File: config.mk
export PLATFORM = sky130hd
export DESIGN_NAME = axis_hdr_insert_arbiter
export DESIGN_NICKNAME = d
export VERILOG_FILES = /design/src/rtl/axis_hdr_arb_pkg.sv /design/src/rtl/axis_hdr_insert_arbiter_rr.sv /design/src/rtl/axis_hdr_insert_arbiter.sv
export SDC_FILE = /design/constraint.sdc
export NUM_CORES = 1
export LEC_CHECK = 0
export ABC_AREA = 1
export CAP_MARGIN = 30
export CORE_AREA = 3 3 155 157
export CTS_CLUSTER_DIAMETER = 150
export DETAILED_ROUTE_END_ITERATION = 16
export DIE_AREA = 0 0 158 160
export PLACE_DENSITY = 0.59
export SLEW_MARGIN = 15
export SYNTH_ARGS = -nofsm -noshare
export SYNTH_HDL_FRONTEND = slang
export SYNTH_SLANG_ARGS = --single-unit
export TNS_END_PERCENT = 1
File: constraint.sdc
create_clock -name clk -period 2.4 [get_ports clk]
set_clock_uncertainty 0.15 [all_clocks]
set_input_delay 0.48 -clock clk [delete_from_list [all_inputs] [get_ports clk]]
set_output_delay 0.48 -clock clk [all_outputs]
set_load 0.02 [all_outputs]
File: src/rtl/axis_hdr_arb_pkg.sv
// Shared constants, FSM state encodings and the round-robin pick helper
// for the header-insert arbiter.
package axis_hdr_arb_pkg;

  localparam int MAX_CH = 32;

  localparam logic [1:0] ST_IDLE = 2'd0;
  localparam logic [1:0] ST_HDR  = 2'd1;
  localparam logic [1:0] ST_DATA = 2'd2;

  // Returns the index of the first set request at or after ptr (wrapping), or -1.
  function automatic int rr_pick(input logic [MAX_CH-1:0] req, input int ptr, input int n_ch);
    int win;
    int cand;
    win = -1;
    for (int off = MAX_CH - 1; off >= 0; off--) begin
      if (off < n_ch) begin
        cand = ptr + off;
        if (cand >= n_ch) cand = cand - n_ch;
        if (req[cand[4:0]]) win = cand;
      end
    end
    return win;
  endfunction

endpackage

File: src/rtl/axis_hdr_insert_arbiter_rr.sv
// Combinational round-robin arbiter: request vector + pointer -> one-hot winner.
module axis_rr_arbiter
  import axis_hdr_arb_pkg::*;
#(
  parameter int N_CH  = 4,
  parameter int CH_WD = $clog2(N_CH)
) (
  input  logic [N_CH-1:0]  req,
  input  logic [CH_WD-1:0] rr_ptr,
  output logic [N_CH-1:0]  gnt
);

  logic [MAX_CH-1:0] req_ext;
  int                win;

  always_comb begin
    req_ext = '0;
    req_ext[N_CH-1:0] = req;
    win = rr_pick(req_ext, int'(rr_ptr), N_CH);
    gnt = '0;
    for (int i = 0; i < N_CH; i++) gnt[i] = (win == i);
  end

endmodule

File: src/rtl/axis_hdr_insert_arbiter.sv
// Per-packet round-robin arbiter feeding a shared header-insert block.
// Optional payload-stall watchdog enabled by defining AXIS_HDR_ARB_WDOG_EN.
//
// state   | meaning
// IDLE    | no grant; picks next requester when any header is valid
// HDR     | granted channel's header routed to the insert port
// DATA    | granted channel's payload routed until the last beat
module axis_hdr_insert_arbiter
  import axis_hdr_arb_pkg::*;
#(
  parameter int DATA_WD      = 32,
  parameter int DATA_BYTE_WD = DATA_WD / 8,
  parameter int BYTE_CNT_WD  = $clog2(DATA_BYTE_WD),
  parameter int N_CH         = 4,
  parameter int CH_WD        = $clog2(N_CH)
`ifdef AXIS_HDR_ARB_WDOG_EN
  , parameter int WDOG_CYC   = 1024
`endif
) (
  input  logic                          clk,
  input  logic                          rst_n,
  input  logic [N_CH-1:0]               s_hdr_valid,
  input  logic [N_CH*DATA_WD-1:0]       s_hdr_data,
  input  logic [N_CH*DATA_BYTE_WD-1:0]  s_hdr_keep,
  input  logic [N_CH*BYTE_CNT_WD-1:0]   s_hdr_cnt,
  output logic [N_CH-1:0]               s_hdr_ready,
  input  logic [N_CH-1:0]               s_valid,
  input  logic [N_CH-1:0]               s_last,
  input  logic [N_CH*DATA_WD-1:0]       s_data,
  input  logic [N_CH*DATA_BYTE_WD-1:0]  s_keep,
  output logic [N_CH-1:0]               s_ready,
  output logic                          m_ins_valid,
  output logic [DATA_WD-1:0]            m_ins_data,
  output logic [DATA_BYTE_WD-1:0]       m_ins_keep,
  output logic [BYTE_CNT_WD-1:0]        m_ins_cnt,
  input  logic                          m_ins_ready,
  output logic                          m_valid,
  output logic [DATA_WD-1:0]            m_data,
  output logic [DATA_BYTE_WD-1:0]       m_keep,
  output logic                          m_last,
  input  logic                          m_ready,
  output logic [N_CH-1:0]               grant,
  output logic                          busy
`ifdef AXIS_HDR_ARB_WDOG_EN
  , output logic                        wdog_err
`endif
);

  logic [1:0]       state;
  logic [CH_WD-1:0] g_idx;
  logic [CH_WD-1:0] rr_ptr;
  logic [CH_WD-1:0] next_ptr;
  logic [CH_WD-1:0] arb_idx;
  logic [N_CH-1:0]  arb_gnt;
  logic             ins_hs;
  logic             beat_hs;
  logic             wdog_fire;

  axis_rr_arbiter #(.N_CH(N_CH), .CH_WD(CH_WD)) u_rr (
    .req    (s_hdr_valid),
    .rr_ptr (rr_ptr),
    .gnt    (arb_gnt)
  );

  always_comb begin
    arb_idx = '0;
    for (int i = 0; i < N_CH; i++)
      if (arb_gnt[i]) arb_idx = CH_WD'(i);
  end

  assign ins_hs   = m_ins_valid & m_ins_ready;
  assign beat_hs  = m_valid & m_ready;
  assign next_ptr = (g_idx == CH_WD'(N_CH - 1)) ? '0 : g_idx + 1'b1;
  assign busy     = (state != ST_IDLE);

  // Outputs are forced to zero outside the active phase so idle data never leaks.
  always_comb begin
    m_ins_valid = 1'b0;
    m_ins_data  = '0;
    m_ins_keep  = '0;
    m_ins_cnt   = '0;
    m_valid     = 1'b0;
    m_data      = '0;
    m_keep      = '0;
    m_last      = 1'b0;
    s_hdr_ready = '0;
    s_ready     = '0;
    if (state == ST_HDR) begin
      m_ins_valid        = s_hdr_valid[g_idx];
      m_ins_data         = s_hdr_data[g_idx*DATA_WD +: DATA_WD];
      m_ins_keep         = s_hdr_keep[g_idx*DATA_BYTE_WD +: DATA_BYTE_WD];
      m_ins_cnt          = s_hdr_cnt[g_idx*BYTE_CNT_WD +: BYTE_CNT_WD];
      s_hdr_ready[g_idx] = m_ins_ready;
    end else if (state == ST_DATA) begin
      m_valid        = s_valid[g_idx];
      m_data         = s_data[g_idx*DATA_WD +: DATA_WD];
      m_keep         = s_keep[g_idx*DATA_BYTE_WD +: DATA_BYTE_WD];
      m_last         = s_last[g_idx];
      s_ready[g_idx] = m_ready;
    end
  end

  always_ff @(posedge clk or negedge rst_n) begin
    if (!rst_n) begin
      state  <= ST_IDLE;
      grant  <= '0;
      g_idx  <= '0;
      rr_ptr <= '0;
    end else begin
      case (state)
        ST_IDLE: if (|s_hdr_valid) begin
          grant <= arb_gnt;
          g_idx <= arb_idx;
          state <= ST_HDR;
        end
        ST_HDR: if (ins_hs) state <= ST_DATA;
        ST_DATA: if ((beat_hs && m_last) || wdog_fire) begin
          state  <= ST_IDLE;
          grant  <= '0;
          rr_ptr <= next_ptr;
        end
        default: state <= ST_IDLE;
      endcase
    end
  end

`ifdef AXIS_HDR_ARB_WDOG_EN
  localparam int WDOG_WD = $clog2(WDOG_CYC + 1);
  logic [WDOG_WD-1:0] wdog_cnt;

  // Down-counter reloads on every beat; terminal count with no beat aborts the packet.
  assign wdog_fire = (state == ST_DATA) && !beat_hs && (wdog_cnt == '0);

  always_ff @(posedge clk or negedge rst_n) begin
    if (!rst_n) begin
      wdog_cnt <= WDOG_WD'(WDOG_CYC - 1);
      wdog_err <= 1'b0;
    end else begin
      wdog_err <= wdog_fire;
      if (state != ST_DATA || beat_hs) wdog_cnt <= WDOG_WD'(WDOG_CYC - 1);
      else if (wdog_cnt != '0)         wdog_cnt <= wdog_cnt - 1'b1;
    end
  end
`else
  assign wdog_fire = 1'b0;
`endif

endmodule

## Word level (Yosys, flattened, before mapping)

Index checks and enable logic that the tools add are counted.

- Bits in registers: 10
- Latch bits: 0
- Bits in writable memories: 0
- ROM bits: 0
- Bits of input ports: 312
- Output and inout port bits: 90
- Memories kept: 0

- Add/sub/neg operators: 8
- Multipliers: 0
- Div/mod/pow operators: 0
- $lt $le $gt $ge: 10
- Equality and inequality tests: 9
- Shift operators: 5
- Muxes and demuxes: 50
- Bitwise operators: 4
- Reduce and logical (&&, ||, !) cells: 11

Operator list:

| operator | number |
|---|---|
| 2-to-1 mux 32 bit | 11 |
| indexed part select 128 x 8 -> 32 bit | 2 |
| greater-or-equal comparator 32 x 4 -> 1 bit, second input constant | 3 |
| subtractor 32 x 4 -> 32 bit, second input constant | 3 |
| == test 32 x 3 -> 1 bit, second input constant | 2 |
| == test 32 x 2 -> 1 bit, second input constant | 1 |
| logical NOT 32 bit | 1 |
| 2-to-1 mux 4 bit | 8 |
| indexed part select 16 x 5 -> 4 bit | 2 |
| < comparator 5 x 6 -> 1 bit, second input constant | 4 |
| binary-select mux 1 bit (select 5 bit) | 4 |
| 2-to-1 mux 1 bit | 14 |
| 2-to-1 mux 2 bit | 7 |
| AND 4 bit | 2 |
| case mux 4 bit (2 select lines) | 1 |
| indexed part select 8 x 4 -> 2 bit | 1 |
| adder 2 x 2 -> 3 bit, second input constant | 2 |
| binary-select mux 1 bit (select 2 bit) | 3 |
| case mux 2 bit (3 select lines) | 1 |
| AND reduction 3 bit | 2 |
| == test 2 bit, second input constant | 2 |
| != test 2 bit, second input constant | 2 |
| AND reduction 2 bit | 2 |
| nonzero test 2 bit | 2 |
| 13 further kinds | 15 |

## Depth between registers and ports, before layout

Gate-level depths: netlist of run 1.

- Depth after elaboration: 13
- Gate-level depth with buffers: 13

## Modules after synthesis

From an unflattened synthesis of run 1, not the netlist that was laid out.

- Cell total of the unflattened synthesis: 744
- Area total of the unflattened synthesis: 3597.2 um^2

By module, submodules not included:

| module | instances | cells each | area each (um^2) | sequential area each (um^2) |
|---|---|---|---|---|
| axis_hdr_insert_arbiter | 1 | 681 | 3253.1 | 250.2 |
| axis_rr_arbiter | 1 | 63 | 344.1 | 0.0 |

## Least setup slack after synthesis of run 1

OpenSTA, ideal clock, no wires.

- Path kind: flip-flop to output port
- Start: register g_idx[1]
- End: output port s_hdr_ready[0]
- Arrival time: 1.445 ns
- Slack: 0.325 ns
- Stages on the path, launching flop included: 7
- Cells stage by stage: dfrtp_1 -> buf_2 -> inv_2 -> clkbuf_1 -> ha_1 -> inv_1 -> nor2_1

- Word-level cells in the longest chain between the ends: 6

RTL lines:

| what | line | text |
|---|---|---|
| start, declared | axis_hdr_insert_arbiter.sv:50 | `logic [CH_WD-1:0] g_idx;` |
| start signal, assigned | axis_hdr_insert_arbiter.sv:113 | `g_idx <= arb_idx;` |
| < comparator 2 x 3 -> 1 bit (not written as such) or greater-or-equal comparator 2 x 1 -> 1 bit (tied branches) | axis_hdr_insert_arbiter.sv:93 | `s_hdr_ready[g_idx] = m_ins_ready;` |
| logical AND 1 bit (not written as such) | axis_hdr_insert_arbiter.sv:93 |  |
| 2-to-1 mux 1 bit (not written as such) | axis_hdr_insert_arbiter.sv:93 |  |
| demux 1 bit (select 2 bit) (*) | axis_hdr_insert_arbiter.sv:93 |  |
| AND 4 bit (no source line) (*) | - |  |
| 2-to-1 mux 4 bit (*) | axis_hdr_insert_arbiter.sv:88 | `if (state == ST_HDR) begin` |
| end, declared | axis_hdr_insert_arbiter.sv:26 | `output logic [N_CH-1:0] s_hdr_ready,` |

Every way passes the cells marked *; elsewhere a longest branch is shown, timed or not.

## Worst setup path in the final report of run 1

- Start: register g_idx[0]
- End: output port m_ins_data[23]

- Word-level cells in the longest chain between the ends: 2

RTL lines:

| what | line | text |
|---|---|---|
| indexed part select 128 x 8 -> 32 bit | axis_hdr_insert_arbiter.sv:90 | `m_ins_data = s_hdr_data[g_idx*DATA_WD +: DATA_WD];` |
| 2-to-1 mux 32 bit | axis_hdr_insert_arbiter.sv:88 |  |
| end, declared | axis_hdr_insert_arbiter.sv:33 | `output logic [DATA_WD-1:0] m_ins_data,` |

No other way between the ends.

==> impl_results.md, run 1 <==
- Status: finished clean
- Max_cap viols: 0
- Core Rows: 55
- Initial cell density of the core: between 10% and 20%
- DR vias/cell: 4.36
- Crit-path max FO: 28
- Syn. warnings: 0
- Chip height: between 150 and 200 um
- Crit path kind: register to output port
- Final ANT Viol Nets: 0
- Critical path arrival: 1.72 ns
- Global-route wire length before repair: between 30 and 40 mm
- Area after DPL: roughly 8400 sq um
- Largest net degree at the start of global routing: 45
- Initial drt markers: 409
- Detailed placer's ending HPWL: 18.9 mm
- Hold Crit Class: register to register
- # H-tree levels: 1
- Req. time, crit path: ~1.8 ns
- Area share of the largest cell type after synthesis: 33.0%
- Antenna cell count: 0
- Synth top area cells: nor2_1 33%, o21ai_1 14%, a21oi_1 12%, o21ai_0 7.8%, dfrtp_1 7.1%
- LEAKAGE: 0.00358 uW
- Yosys top cell by area: nor2_1
- Post-Synthesis Cells: approximately 730
- Post-Place Cells: between 1000 and 1500
- Worst Tran Pin Value: 0.498 ns
- Area of the mapped netlist: ~3500 sq um
- Ys async rst share: between 90% and 100%
- DR WL/cell: about 16 um
- CTS tree: built
- Total Routing Usage GR: between 15 and 20%
- Register area share after synthesis: under 10%
- Clock root buffer master: clkbuf_16
- EDFF count, synth: 0
- Clk slew on worst S/H paths: around 0.040 ns
- Core area: between 20000 and 25000 sq um
- Worst vdd ir: ~0.42 mV
- Clock Latency Late Sink: 0.24 ns
- Slew Limit Headroom: 66.7%
- Crit path launch type: register
- GP Congestion: a little under 0.9
- Total global routing overflow: 0
- Post-synth net total: between 1000 and 1500
- Max-slew violations: 0
- Boundary pin count: ~400
- Dpl ws: -0.441 ns
- Vias in the first global route: slightly above 6000
- Share of cells above drive strength 1: between 10% and 20%
- Cts bufs inserted: 3
- Finished Layout Cells: about 1400
- Tmin final: ~2.4 ns
- Layout Nets: roughly 1500
- Layout area overhead: 133%
- Final setup violation count: 0
- Final setup margin: ~0.050 ns
- Clock buffer depth: 2
- RSZ-0062 raised after global routing: true
- Detailed-router iteration count before antenna repair: 4
- Design Area, Final: 8200 sq um
- Synth cell count leaders: 309 x nor2_1, 97 x o21ai_1, 81 x a21oi_1, 55 x o21ai_0, 50 x nand2_1
- Fin crit share: 97.9%
- Final Hold Fails: 0
- Synth unique cells: 26
- # DRC: 0
- Min Hold Slack: 0.331 ns
- Via count: approximately 6300
- PwrDens: around 1000 nW/um^2
- Setup crit end kind: output port
- Count leader, synth: nor2_1
- Die W: around 160 um
- Initial antenna violation count: 1
- WL final: roughly 23 mm
- Pwr Total: a little over 8000 uW
- Die ar.: approximately 25000 sq um
- Main flop type after synthesis: dfrtp_1
- Syn avg cell area: between 4 and 5 sq um
- Fmax: 425 MHz
- Port buffer count: around 400
- Register bit count reported by yosys: 10
- Clk sinks: 10
worst paths after layout:
kind	from	to	slack, ns	depth (start not counted)
setup / recovery	g_idx[0]$_DFFE_PN0P_	m_ins_data[23]	0.05	7
hold / removal	grant[3]$_DFFE_PN0P_	grant[3]$_DFFE_PN0P_	0.33	2
setup reg to reg	rr_ptr[1]$_DFFE_PN0P_	grant[2]$_DFFE_PN0P_	0.36	11
hold reg to reg	grant[3]$_DFFE_PN0P_	grant[3]$_DFFE_PN0P_	0.33	2
max in group asynchronous	rst_n	g_idx[0]$_DFFE_PN0P_	1.29	1
min in group asynchronous	rst_n	state[0]$_DFFE_PN0P_	0.43	1
cell families after synthesis:
kind of cell / count (synthesis) / synth area share, %
flops: 10 / 7.11
simple gates: 389 / 44.0
fa+ha+maj: 9 / 3.20
buf+inv: 84 / 11.2
compound gates: 237 / 34.5
metal layers:
| layer | vias up | GRT usage, % | wire length, um | part of all wire, % |
|---|---|---|---|---|
| li1 | 3231 | - | - | - |
| met1 | 2753 | 19.3 | 9210 | 40 |
| met2 | 266 | 31.2 | 11300 | 49 |
| met3 | 19 | 3.01 | 2010 | 8.8 |
| met4 | 2 | 2.62 | 374 | 1.6 |
| met5 | - | 0 | 13 | 0.057 |
layout by cell type (no fill, tap or decap), types with 6 or more instances in the layout:
cell / n
inv_2: 6
ha_1: 9
nand2_1: 50
nor2_1: 304
nand3_1: 17
nor2_2: 8
inv_1: 16
buf_6: 8
dfrtp_1: 8
o21ai_0: 50
buf_12: 18
a21oi_2: 6
buf_2: 59
clkdlybuf4s50_1: 316
clkbuf_2: 8
buf_4: 70
a21oi_1: 75
o21ai_1: 101
timing repair:
item / CTS / global route
gates resized for setup: 272 / 96
pin swaps: 2 / 7
setup buffers: 0 / 0
hold buffers: 0 / 0
setup endpoints to repair: 84 / 73
cloned: 0 / 0
worst max-delay path, stage by stage, from the launching register on:
cell and delay (ns):
dfrtp_4 0.52, buf_12 0.20, buf_12 0.15, nor2_1 0.10, nor2_1 0.04, o21ai_1 0.17, a21oi_1 0.12, buf_4 0.17
layout make-up:
cell class	instances	area, sq um
Clock buffer	4	88.8
Fill cell	2508	14400
Timing Repair Buffer	481	4500
Inverter	24	95.1
Tap cell	285	357
Multi-Input combinational cell	635	2910
Sequential cell	10	255
registers in the layout (all words and copies together) (netlist names):
name    count
state       2
rr_ptr      2
grant       4
g_idx       2
power by group:
part	internal (uW)	leakage, uW	switching [uW]
sequential	248	0.000123	84.2
clock	251	0.0000442	83.4
combinational	3190	0.00342	4310
total	3690	0.00358	4470
through the flow:
stage / TNS (ns) / utilization (%)
6_report: 0 / 36.2
5_1_grt: -0.208 / 36.2
4_1_cts: -0.156 / 37.4
3_5_place_dp: -13.08 / 37.2
3_3_place_gp: -13.02 / 37.2
2_1_floorplan: 0 / -
(Power assumes the default switching activity.)
==> inputs of run 2 (changes only) <==
--- a/config.mk
+++ b/config.mk
@@ -12,6 +12,7 @@
 export DETAILED_ROUTE_END_ITERATION = 16
 export DIE_AREA = 0 0 158 160
 export PLACE_DENSITY = 0.59
+export SKIP_LAST_GASP = 1
 export SLEW_MARGIN = 15
 export SYNTH_ARGS = -nofsm -noshare
 export SYNTH_HDL_FRONTEND = slang
==> run 2 against run 1 <==
The run now ends with negative setup slack left. Via count decreased by 0.65%. Register-to-register slack about the same. Core utilization increased by 0.91 points. Sequential power about the same. Final cell count unchanged. Maximum frequency decreased by 9.2%.
==> impl_results.md, run 2 (same netlist as run 1, synthesis figures left out) <==
- Status: finished with violations (was finished clean)
- Failing checks: negative setup slack
- PwrDens: 966 nW/um^2 (was 995 nW/um^2)
- Crit path kind: register to output port (unchanged)
- Cells along the critical path: buf_12 -> nor2_1 -> nor2_1 -> o21ai_1 -> a21oi_1 -> clkdlybuf4s50_1 (was buf_12 -> buf_12 -> nor2_1 -> nor2_1 -> o21ai_1 -> a21oi_1 -> buf_4)
- Max reg flops: 4 (unchanged)
- Clock Latency Late Sink: 0.24 ns (about the same)
- Core area: 22600 sq um (unchanged)
- Initial drt markers: 414 (was 409)
- Total global routing overflow: 0 (unchanged)
- Vias in the first global route: 6212 (was 6230)
- Via count: 6230 (was 6271)
- Clk sinks: 10 (unchanged)
- Crit-path max FO: 31 (was 28)
- Die W: 158 um (unchanged)
- Global-route wire length before repair: 33.3 mm (was 33.4 mm)
- Layout Nets: 1476 (unchanged)
- Initial cell density of the core: 15.5% (unchanged)
- Initial antenna violation count: 1 (unchanged)
- Post-CTS Repair Setup Buffers: 0 (unchanged)
- Max_cap viols: 0 (unchanged)
- Die ar.: 25300 sq um (unchanged)
- Chip height: 160 um (unchanged)
- Clock buffer depth: 2 (unchanged)
- Slew Limit Headroom: 67.1% (was 66.7%)
- Detailed placer's ending HPWL: 18.9 mm (unchanged)
- Worst vdd ir: 0.425 mV (was 0.420 mV)
- Setup crit end kind: output port (unchanged)
- Commonest non-fill, non-tap cells in the layout: 317 x clkdlybuf4s50_1, 309 x nor2_1, 97 x o21ai_1 (was 316 x clkdlybuf4s50_1, 304 x nor2_1, 101 x o21ai_1)
- Worst Tran Pin Value: 0.492 ns (was 0.498 ns)
- Commonest non-fill, non-tap cell in the layout: clkdlybuf4s50_1 (unchanged)
- Largest net degree at the start of global routing: 45 (unchanged)
- Max-slew violations: 0 (unchanged)
- Final setup margin: -0.188 ns (was 0.0496 ns)
- DR vias/cell: 4.33 (was 4.36)
- CTS Hold Bufs: 0 (unchanged)
- Post-Place Cells: 1435 (unchanged)
- Final ANT Viol Nets: 0 (unchanged)
- Hold Crit Class: register to register (unchanged)
- Total Routing Usage GR: 16.4% (was 16.5%)
- CP peak stage delay: 0.62 ns (was 0.52 ns)
- Fin crit share: 108% (was 97.9%)
- Core Rows: 55 (unchanged)
- Layout area overhead: 139% (was 133%)
- LEAKAGE: 0.00380 uW (was 0.00358 uW)
- # DRC: 0 (unchanged)
- Cts bufs inserted: 3 (unchanged)
- Met1 Wirelength: 9.33 mm (was 9.21 mm)
- Fmax: 386 MHz (was 425 MHz)
- RSZ-0062 raised after global routing: true (unchanged)
- Req. time, crit path: 1.77 ns (about the same)
- Critical path arrival: 1.96 ns (was 1.72 ns)
- Utilization after layout: 37.1% (was 36.2%)
- Crit path launch type: register (unchanged)
- Top sig layer: met5 (unchanged)
- Pwr Total: 8120 uW (was 8160 uW)
- WL final: 22.7 mm (was 22.9 mm)
- Port buffer count: 401 (unchanged)
- Post-CTS Resized: 81 (was 272)
- Clock root buffer master: clkbuf_16 (unchanged)
- Wire length on met3: 1.77 mm (was 2.01 mm)
- Most flop-heavy register: grant (unchanged)
- CTS tree: built (unchanged)
- Tmin final: 2.59 ns (was 2.35 ns)
- Finished Layout Cells: 1439 (unchanged)
- Share of cells above drive strength 1: 9.45% (was 17.7%)
- Slowest-stage cell, CP: clkdlybuf4s50_1 (was dfrtp_4)
- Clk slew on worst S/H paths: 0.04 ns (about the same)
- # H-tree levels: 1 (unchanged)
- GP Congestion: 0.872 (unchanged)
- CP dominant cell by count: nor2_1
- DR WL/cell: 15.8 um (was 15.9 um)
- Final setup violation count: 76 (was 0)
- Met2 WL post-DR: 11.3 mm (about the same)
- Antenna cell count: 0 (unchanged)
- Detailed-router iteration count before antenna repair: 5 (was 4)
- Final Hold Fails: 0 (unchanged)
- Boundary pin count: 402 (unchanged)
-- run 2: changes by cell type in the layout (fill, tap and decap cells not counted), moves of 7 or more --
cell | before | now
clkbuf_2 | 8 | 0
buf_4 | 70 | 63
buf_2 | 59 | 0
dlygate4sd2_1 | 0 | 81
buf_6 | 8 | 0
-- run 2: worst paths after layout --
| kind | cells past startpoint | start | slack, ns | to |
|---|---|---|---|---|
| worst max-delay path | 6 | g_idx[0]$_DFFE_PN0P_ | -0.19 | m_data[17] |
| worst min-delay path | 2 | grant[1]$_DFFE_PN0P_ | 0.33 | grant[1]$_DFFE_PN0P_ |
| min in group asynchronous | 1 | rst_n | 0.43 | state[0]$_DFFE_PN0P_ |
| worst max register to register | 11 | rr_ptr[1]$_DFFE_PN0P_ | 0.36 | grant[2]$_DFFE_PN0P_ |
| max in group asynchronous | 1 | rst_n | 1.30 | g_idx[0]$_DFFE_PN0P_ |
| worst min register to register | 2 | grant[1]$_DFFE_PN0P_ | 0.33 | grant[1]$_DFFE_PN0P_ |
-- run 2: worst max-delay path: cells and delay by family, from the launching register on --
family	cells	cell delay [ns]
buf+inv	2	0.83
flops	1	0.47
simple gates	2	0.15
compound gates	2	0.24
-- run 2: layout make-up --
type | instances | area [sq um]
Fill cell | 2480 | 14200
Timing Repair Buffer | 481 | 4740
Multi-Input combinational cell | 635 | 2870
Tap cell | 285 | 357
Sequential cell | 10 | 255
Inverter | 24 | 95.1
Clock buffer | 4 | 88.8
-- run 2: through the flow --
| step | setup TNS, ns | area (sq um) | setup WS (ns) | hold slack [ns] |
|---|---|---|---|---|
| 6_report | -4.41 | 8410 | -0.188 | 0.329 |
| 5_1_grt | -13.23 | 8410 | -0.313 | 0.360 |
| 4_1_cts | -6.64 | 8400 | -0.275 | 0.340 |
| 3_5_place_dp | -13.08 | 8420 | -0.441 | 0.317 |
| 3_3_place_gp | -13.02 | 8420 | -0.494 | 0.318 |
| 2_1_floorplan | 0 | 3520 | 0.325 | 0.0344 |
-- run 2: power breakdown --
| part | internal [uW] | total, uW | leakage [uW] | switching, uW |
|---|---|---|---|---|
| Sequential | 248 | 331 | 0.000123 | 83.8 |
| Clock | 251 | 334 | 0.0000442 | 83.0 |
| Combinational | 3210 | 7450 | 0.00363 | 4240 |
-- run 2: metal layers --
layer  vias to the layer above  global-route usage, %
met5                         -                      0
met4                         2                   2.62
met3                        19                   2.95
met2                       264                   31.0
met1                      2715                   19.2
li1                       3230                      -
